===== src/rtl/vram_loader_pkg.sv =====
// Shared constants and state encoding for the VRAM stream loader.
// Screen geometry, frame header/select bytes and FSM states live here.
package vram_loader_pkg;

   typedef enum logic [2:0] {
      ST_IDLE = 3'd0,
      ST_HDR  = 3'd1,
      ST_SEL  = 3'd2,
      ST_PIX  = 3'd3,
      ST_CHK  = 3'd4,
      ST_DONE = 3'd5
   } state_t;

   localparam logic [7:0] SYNC_BYTE = 8'hA5;
   localparam logic [7:0] SEL_GAME  = 8'h00;
   localparam logic [7:0] SEL_SEIBA = 8'h01;

   localparam int SCREEN_WIDTH  = 640;
   localparam int SCREEN_HEIGHT = 360;
   localparam int VRAM_DEPTH    = SCREEN_WIDTH * SCREEN_HEIGHT;

   function automatic logic is_sel_byte(input logic [7:0] b);
      return (b == SEL_GAME) || (b == SEL_SEIBA);
   endfunction

endpackage


===== src/rtl/vram_checksum8.sv =====
// 8-bit modular running sum of pixel bytes with an equality compare
// against a trailer byte. Used only when VRAM_LOADER_CHECKSUM_EN is defined.
module vram_checksum8 (
   input  logic       clk,
   input  logic       rst,
   input  logic       clear,
   input  logic       add,
   input  logic [7:0] data,
   input  logic [7:0] cmp,
   output logic       match
);

   logic [7:0] sum;

   always_ff @(posedge clk or posedge rst) begin
      if (rst) begin
         sum <= 8'h00;
      end else if (clear) begin
         sum <= 8'h00;
      end else if (add) begin
         sum <= sum + data;
      end
   end

   assign match = (sum == cmp);

endmodule


===== src/rtl/vram_stream_loader.sv =====
// Loads one frame from a valid/ready byte stream into a selected VRAM buffer.
// Optional trailer checksum check is built when VRAM_LOADER_CHECKSUM_EN is defined.
//
// state | meaning
// IDLE  | waiting for i_start
// HDR   | discarding bytes until the sync byte
// SEL   | next byte picks the target buffer (0 game, 1 seiba)
// PIX   | one pixel write per accepted byte
// CHK   | trailer byte compared against the running sum (checksum build only)
// DONE  | one-cycle completion pulse
module vram_stream_loader #(
   parameter int         ADDR_WIDTH = 18,
   parameter int         DATA_WIDTH = 6,
   parameter int         DEPTH      = vram_loader_pkg::VRAM_DEPTH,
   parameter logic [7:0] SYNC_BYTE  = vram_loader_pkg::SYNC_BYTE
) (
   input  logic                  i_clk,
   input  logic                  i_rst,
   input  logic                  i_start,
   input  logic [7:0]            i_data,
   input  logic                  i_valid,
   output logic                  o_ready,
   output logic                  o_vram_sel,
   output logic [ADDR_WIDTH-1:0] o_vram_addr,
   output logic [DATA_WIDTH-1:0] o_vram_data,
   output logic                  o_vram_write,
   output logic                  o_busy,
   output logic                  o_done,
   output logic                  o_err
);

   import vram_loader_pkg::*;

   state_t                state;
   logic [ADDR_WIDTH-1:0] count;
   logic                  xfer;
   logic                  last_pix;
   logic                  range_bad;

   assign o_ready   = (state == ST_HDR) || (state == ST_SEL) ||
                      (state == ST_PIX) || (state == ST_CHK);
   assign o_busy    = (state != ST_IDLE);
   assign xfer      = i_valid && o_ready;
   assign last_pix  = (count == ADDR_WIDTH'(DEPTH - 1));
   assign range_bad = (i_data[7:DATA_WIDTH] != '0);

`ifdef VRAM_LOADER_CHECKSUM_EN
   logic sum_match;

   vram_checksum8 u_checksum (
      .clk   (i_clk),
      .rst   (i_rst),
      .clear (state == ST_SEL),
      .add   ((state == ST_PIX) && xfer),
      .data  (i_data),
      .cmp   (i_data),
      .match (sum_match)
   );
`endif

   always_ff @(posedge i_clk or posedge i_rst) begin
      if (i_rst) begin
         state        <= ST_IDLE;
         count        <= '0;
         o_vram_sel   <= 1'b0;
         o_vram_addr  <= '0;
         o_vram_data  <= '0;
         o_vram_write <= 1'b0;
         o_done       <= 1'b0;
         o_err        <= 1'b0;
      end else begin
         o_vram_write <= 1'b0;
         o_done       <= 1'b0;
         case (state)
            ST_IDLE: begin
               if (i_start) begin
                  state <= ST_HDR;
                  o_err <= 1'b0;
                  count <= '0;
               end
            end
            ST_HDR: begin
               if (xfer && (i_data == SYNC_BYTE)) begin
                  state <= ST_SEL;
               end
            end
            ST_SEL: begin
               if (xfer) begin
                  if (is_sel_byte(i_data)) begin
                     o_vram_sel <= i_data[0];
                     state      <= ST_PIX;
                  end else begin
                     o_err <= 1'b1;
                     state <= ST_HDR;
                  end
               end
            end
            ST_PIX: begin
               if (xfer) begin
                  o_vram_write <= 1'b1;
                  o_vram_addr  <= count;
                  o_vram_data  <= i_data[DATA_WIDTH-1:0];
                  if (range_bad) begin
                     o_err <= 1'b1;
                  end
                  if (last_pix) begin
`ifdef VRAM_LOADER_CHECKSUM_EN
                     state  <= ST_CHK;
`else
                     state  <= ST_DONE;
                     o_done <= 1'b1;
`endif
                  end else begin
                     count <= count + ADDR_WIDTH'(1);
                  end
               end
            end
`ifdef VRAM_LOADER_CHECKSUM_EN
            ST_CHK: begin
               if (xfer) begin
                  if (!sum_match) begin
                     o_err <= 1'b1;
                  end
                  state  <= ST_DONE;
                  o_done <= 1'b1;
               end
            end
`endif
            ST_DONE: begin
               state <= ST_IDLE;
            end
            default: begin
               state <= ST_IDLE;
            end
         endcase
      end
   end

endmodule


===== config.mk =====
export PLATFORM = sky130hd
export DESIGN_NAME = vram_stream_loader
export DESIGN_NICKNAME = d
export VERILOG_FILES = /design/src/rtl/vram_loader_pkg.sv /design/src/rtl/vram_checksum8.sv /design/src/rtl/vram_stream_loader.sv
export SDC_FILE = /design/constraint.sdc
export NUM_CORES = 1
export LEC_CHECK = 0
export BUFFER_PORTS_ARGS = -buffer_cell sky130_fd_sc_hd__buf_2
export CORE_AREA = 2 2 81 83
export CTS_BUF_LIST = sky130_fd_sc_hd__clkbuf_4
export DETAILED_ROUTE_END_ITERATION = 16
export DIE_AREA = 0 0 83 85
export HOLD_SLACK_MARGIN = 0.15
export RECOVER_POWER = 25
export REMOVE_ABC_BUFFERS = 1
export SLEW_MARGIN = 40
export SYNTH_ARGS = -nofsm -noshare
export SYNTH_HDL_FRONTEND = slang
export SYNTH_SLANG_ARGS = --single-unit

===== constraint.sdc =====
create_clock -name i_clk -period 3.4 [get_ports i_clk]
set_input_delay 0.51 -clock i_clk [delete_from_list [all_inputs] [get_ports i_clk]]
set_output_delay 0.51 -clock i_clk [all_outputs]
set_load 0.005 [all_outputs]

After elaboration in Yosys (flattened, before gate mapping)
Cells that the tools add are included.
Storage, ports and cells
  flip-flop bits (word level): 49
  bits in latches: 0
  bits in writable memories: 0
  ROM bits: 0
  output and inout port bits: 30
  word-level logic and storage cells: 63
  memories: 0
Cells by class
  add/sub/neg operators: 1
  $mul: 0
  div/mod/pow operators: 0
  magnitude comparators: 0
  equality and inequality tests: 15
  shifts and indexed selects: 0
  mux-type cells: 22
  bitwise logic cells: 0
  reduce and logical (&&, ||, !) cells: 17
Operators with widths (count)
  $mux W18: 3
  $pmux W18 S2: 1
  $add A18 B1 Y18 const B: 1
  $eq A18 B18 Y1 const B: 1
  $mux W3: 5
  $ne A2 B2 Y1 const B: 7
  $pmux W3 S4: 1
  $mux W1: 10
  $eq A8 B1 Y1 const B: 1
  $eq A8 B8 Y1 const B: 1
  $logic_not A8 Y1: 1
  $eq A3 B2 Y1 const B: 2
  $reduce_and A6 Y1: 1
  $reduce_bool A3 Y1: 2
  $reduce_and A5 Y1: 1
  $logic_or A1 B1 Y1: 4
  $reduce_and A4 Y1: 1
  $reduce_bool A2 Y1: 2
  $eq A3 B1 Y1 const B: 1
  $eq A3 B3 Y1 const B: 1
  $logic_not A3 Y1: 1
  $pmux W1 S3: 1
  $reduce_and A3 Y1: 1
  $logic_and A1 B1 Y1: 2
  other kinds (3): 3

Depth between registers and ports, before layout
  depth in word-level cells: 8
  mapped depth: 8

Least setup slack after synthesis
Ideal clock, no wire load.
  path kind: input-to-reg
  start point: input i_data[1]
  end point: register o_vram_sel
  setup time: 0.125 ns
  arrival time: 1.980 ns
  data required time: 3.275 ns
  slack: 1.295 ns
  stages on the path: 4
  buffers on the path: 0
  cell sequence: or4_1 > or4_1 > nor2_1 > mux2_2
On the way
  longest elaborated chain between the ends: 3
RTL lines
  start: declaration: line vram_stream_loader.sv:20  | input logic [7:0] i_data,
  $eq A8 B1 Y1 / $logic_not A8 Y1 (equally long branches): line vram_loader_pkg.sv:23  | return (b == SEL_GAME) || (b == SEL_SEIBA);
  $logic_or A1 B1 Y1 (*): line vram_loader_pkg.sv:23
  $reduce_and A3 Y1 (no source line) (*)
  end signal: assignment: line vram_stream_loader.sv:90  | o_vram_sel <= i_data[0];
  end: declaration: line vram_stream_loader.sv:23  | output logic o_vram_sel,
Mark *: on every way between the ends. The rest lies on a longest branch, timed or not.
A chain may end at the register's enable or synchronous reset.

Worst setup path after layout
  start point: register state[0]
  end point: register count[11]
On the way
  longest elaborated chain between the ends: 7
RTL lines
  start: declaration: line vram_stream_loader.sv:34  | state_t state;
  start signal: assignment: line vram_stream_loader.sv:63  | state <= ST_IDLE;
  start signal: assignment: line vram_stream_loader.sv:77  | state <= ST_HDR;
  start signal: assignment: line vram_stream_loader.sv:84  | state <= ST_SEL;
  $eq A3 B1 Y1 / $eq A3 B2 Y1 (equally long branches): line vram_stream_loader.sv:40  | assign o_ready = (state == ST_HDR) || (state == ST_SEL) ||
  $logic_or A1 B1 Y1 (2 in series): line vram_stream_loader.sv:40
  $logic_or A1 B1 Y1: line vram_stream_loader.sv:41  | (state == ST_PIX) || (state == ST_CHK);
  $logic_and A1 B1 Y1: line vram_stream_loader.sv:43  | assign xfer = i_valid && o_ready;
  $ne A2 B2 Y1 (no source line)
  $reduce_and A4 Y1 (no source line)
  end signal: assignment: line vram_stream_loader.sv:114  | count <= count + ADDR_WIDTH'(1);
  end: declaration: line vram_stream_loader.sv:35  | logic [ADDR_WIDTH-1:0] count;
Several ways; a longest one is shown, not always the timed one.

==> flow_summary.yaml <==
outcome:
  status: "complete, but fails checks"
  violations: "max-capacitance violations, max-slew violations"
power:
  ir_drop_mv: 0.2450
  power_density_mw_per_mm2: 505.1
  p_leak_nw: 1.347
  power.total_w: 0.001373
clock_tree:
  clk_latency_ns: 0.36
  cts.clk_slew.worst_paths_ns: 0.14
  postCtsSetupBuffers: 0
  cts_root_buffer: "clkbuf_4"
  clockBufferDepth: 2
  cts_buffers: 5
  ctsResizeCount: 0
  cts.sinks: 49
  cts.htree.levels: 2
  cts_tree: "yes"
  cts_hold_buf: 0
setup_path:
  arrival_ns: 2.66
  critical_path.max_fanout: 12
  required_ns: 3.71
  critPathMaxStageDelay_ns: 0.63
  cp-start-kind: "flip-flop"
  cp_cell_sequence: "or4b_4 > nand2_2 > o31ai_4 > buf_6 > or4_2 > a21oi_1"
  path_buf_inv: 1
  end_kind: "flip-flop"
  slowest_stage: "or4b_4"
  worstSetupPathType: "flip-flop to flip-flop"
  critPathTopFamily: "simple AND/OR/NAND/NOR gates"
sta:
  tns_ns: 0
  max_freq_ghz: 0.4242
  worst_pin_slew_ns: 2.139
  hold_viol: 0
  setup_viol: 0
  relSlewSlack_pct: -43.41
  rsz0062_at_grt: "false"
  slew_violations: 50
  fin_crit_ns: 2.357
  finalCritPeriodShare_pct: 69.34
  clock_skew_ns: 0.01194
floorplanning:
  die_x_um: 83
  die_y_um: 85
  row_count: 29
  io_pins: 42
  initial_core_util_pct: 38.23
  core_area_mm2: 0.006205
  die_area_mm2: 0.007055
placement:
  gp_congestion: 0.8150
  port_buffers: 41
  dpl.hpwl_um: 3509
  post-place-cells: 363
cells_and_area:
  drive_gt1_share_pct: 24.07
  area_growth_pct: 14.56
  antennaDiodeCount: 0
  nets: 307
  instances_no_fill: 372
logic_synthesis:
  synth_top_area_cell: "dfrtp_1"
  syn_area_mm2: 0.002372
  synth_xor_area_share_pct: 1.477
  ys.flop_type: "dfrtp_1"
  synthSimpleGateAreaFrac_pct: 30.22
  synth_cells: 253
  yosys_warnings: 0
  synthAdderAreaFrac_pct: 0.5274
  ys_top_cells_by_count: "nand2_1 (80), dfrtp_1 (49), nand3_1 (13)"
  synth_top_area_share_pct: 51.69
  yosysSeqAreaShare_pct: 51.69
  synth-compound-area-share_pct: 10.23
  synth_edf_count: 0
  synth_cell_type_count: 46
  synthMostInstantiatedCell: "nand2_1"
  synth_top_family_by_area: "simple AND/OR/NAND/NOR gates"
  async_flop_share_pct: 100.0
  avgSynthCellArea_um2: 9.377
  synthMuxAreaShare_pct: 1.371
  synth-seq-cells: 49
  netlist_top_cells_area: "dfrtp_1 (52%), nand2_1 (13%), nand3_1 (2.7%)"
global_route:
  grt_max_degree: 50
  grt_pass1_vias: 1936
  antenna_found_initial: 0
  grt_pass1_wl_um: 9211
  grt_util_all_layers_pct: 15.78
  grt_overflow_total: 0
detailed_routing:
  drtPass1Iterations: 5
  via_per_inst: 5.234
  drt_iter0_drc: 88
  ant_nets: 0
  vias: 1947
  totalWireLength_um: 5204
  drc: 0
  wire_per_inst_um: 13.99
run:
  cap_violations: 1
min_path:
  hp-class: "primary input to flip-flop"
-- layer usage --
layer  global-route usage (%)  wire (µm)
met5                        0          0
met4                    5.961         42
met3                    3.405        219
met2                    24.78       2377
met1                    21.57       2565
-- state kept, by name, summed over array words and instances (netlist names) --
register and flops:
o_done 1, state 3, o_vram_sel 1, o_err 1
count 18, o_vram_write 1, o_vram_data 6, o_vram_addr 18
-- worst paths after layout --
kind,start,depth (start not counted),end,slack (ns)
worst max-delay path,state[0]$_DFFE_PP0P_,6,count[11]$_DFFE_PP0P_,1.04
max in group asynchronous,i_rst,2,o_vram_addr[0]$_DFFE_PP0P_,1.74
worst min register to register,o_vram_data[4]$_DFFE_PP0P_,2,o_vram_data[4]$_DFFE_PP0P_,0.48
worst max register to register,state[0]$_DFFE_PP0P_,6,count[11]$_DFFE_PP0P_,1.04
min in group asynchronous,i_rst,2,o_vram_write$_DFF_PP0_,0.69
worst min-delay path,i_data[1],3,o_vram_data[1]$_DFFE_PP0P_,0.35
-- tightest hold or removal path, stage by stage --
cell and delay [ns]:
buf_2 0.08, nand2_1 0.04, nand2_1 0.05
-- area by class of cell --
cell class	count	area, µm²
repair buffers	45	239.0
flip-flops and latches	49	1226
inverters	8	31.28
clock buffers	6	45.04
clock inverters	2	33.78
multi-input cells	185	1046
well taps	77	96.34
fillers	608	3487
-- cell families (layout without fill, tap and decap cells) --
group / after synthesis / after routing
AO/OA/AOI/OAI: 34 / 34
XOR/XNOR: 4 / 4
adder cells (fa/ha/maj): 1 / 1
buffers and inverters: 19 / 61
flip-flops: 49 / 49
multiplexers: 3 / 3
AND/OR/NAND/NOR: 143 / 143
-- power breakdown --
group	internal (W)	switching, W
clock	0.000161	0.000184
sequential	0.000663	0.0000732
combinational	0.000120	0.000171
total	0.000945	0.000428
-- through the flow --
| step | utilization (%) | hold slack, ns | setup WS (ns) | area, µm² |
|---|---|---|---|---|
| 6_report | 43.80 | 0.3524 | 1.043 | 2718 |
| 5_1_grt | 43.80 | 0.3389 | 0.8620 | 2718 |
| 4_1_cts | 43.64 | 0.2125 | 0.8450 | 2708 |
| 3_5_place_dp | 42.37 | 0.4582 | 0.9038 | 2629 |
| 3_3_place_gp | 42.33 | 0.4536 | 0.9693 | 2626 |
| 2_1_floorplan | - | 0.4691 | 0.8113 | 2296 |
-- placed cells by master (no fill, tap or decap), drive strengths merged --
cell,synthesis,final
nand2,81,81
dfrtp,49,49
buf,3,45
nand3,13,13
o21ai,11,11
nor2,10,10
or4,8,8
and3,6,6
inv,7,6
clkbuf,7,6
a21oi,6,6
nand4,4,4
nor3,4,4
o41ai,4,4
nor2b,4,4
o31ai,4,4
or3,4,4
xnor2,3,3
o211ai,3,3
or4b,2,2
clkinv,1,2
nor4,2,2
a31oi,2,2
mux2,2,2
nor4b,1,1
and4,1,1
nand4bb,1,1
nand4b,1,1
xor2,1,1
a41oi,1,1
and2,1,1
mux2i,1,1
a311oi,1,1
o221ai,1,1
o311a,1,1
clkinvlp,0,1
ha,1,1
bufinv,0,1
(Power assumes the default switching activity.)
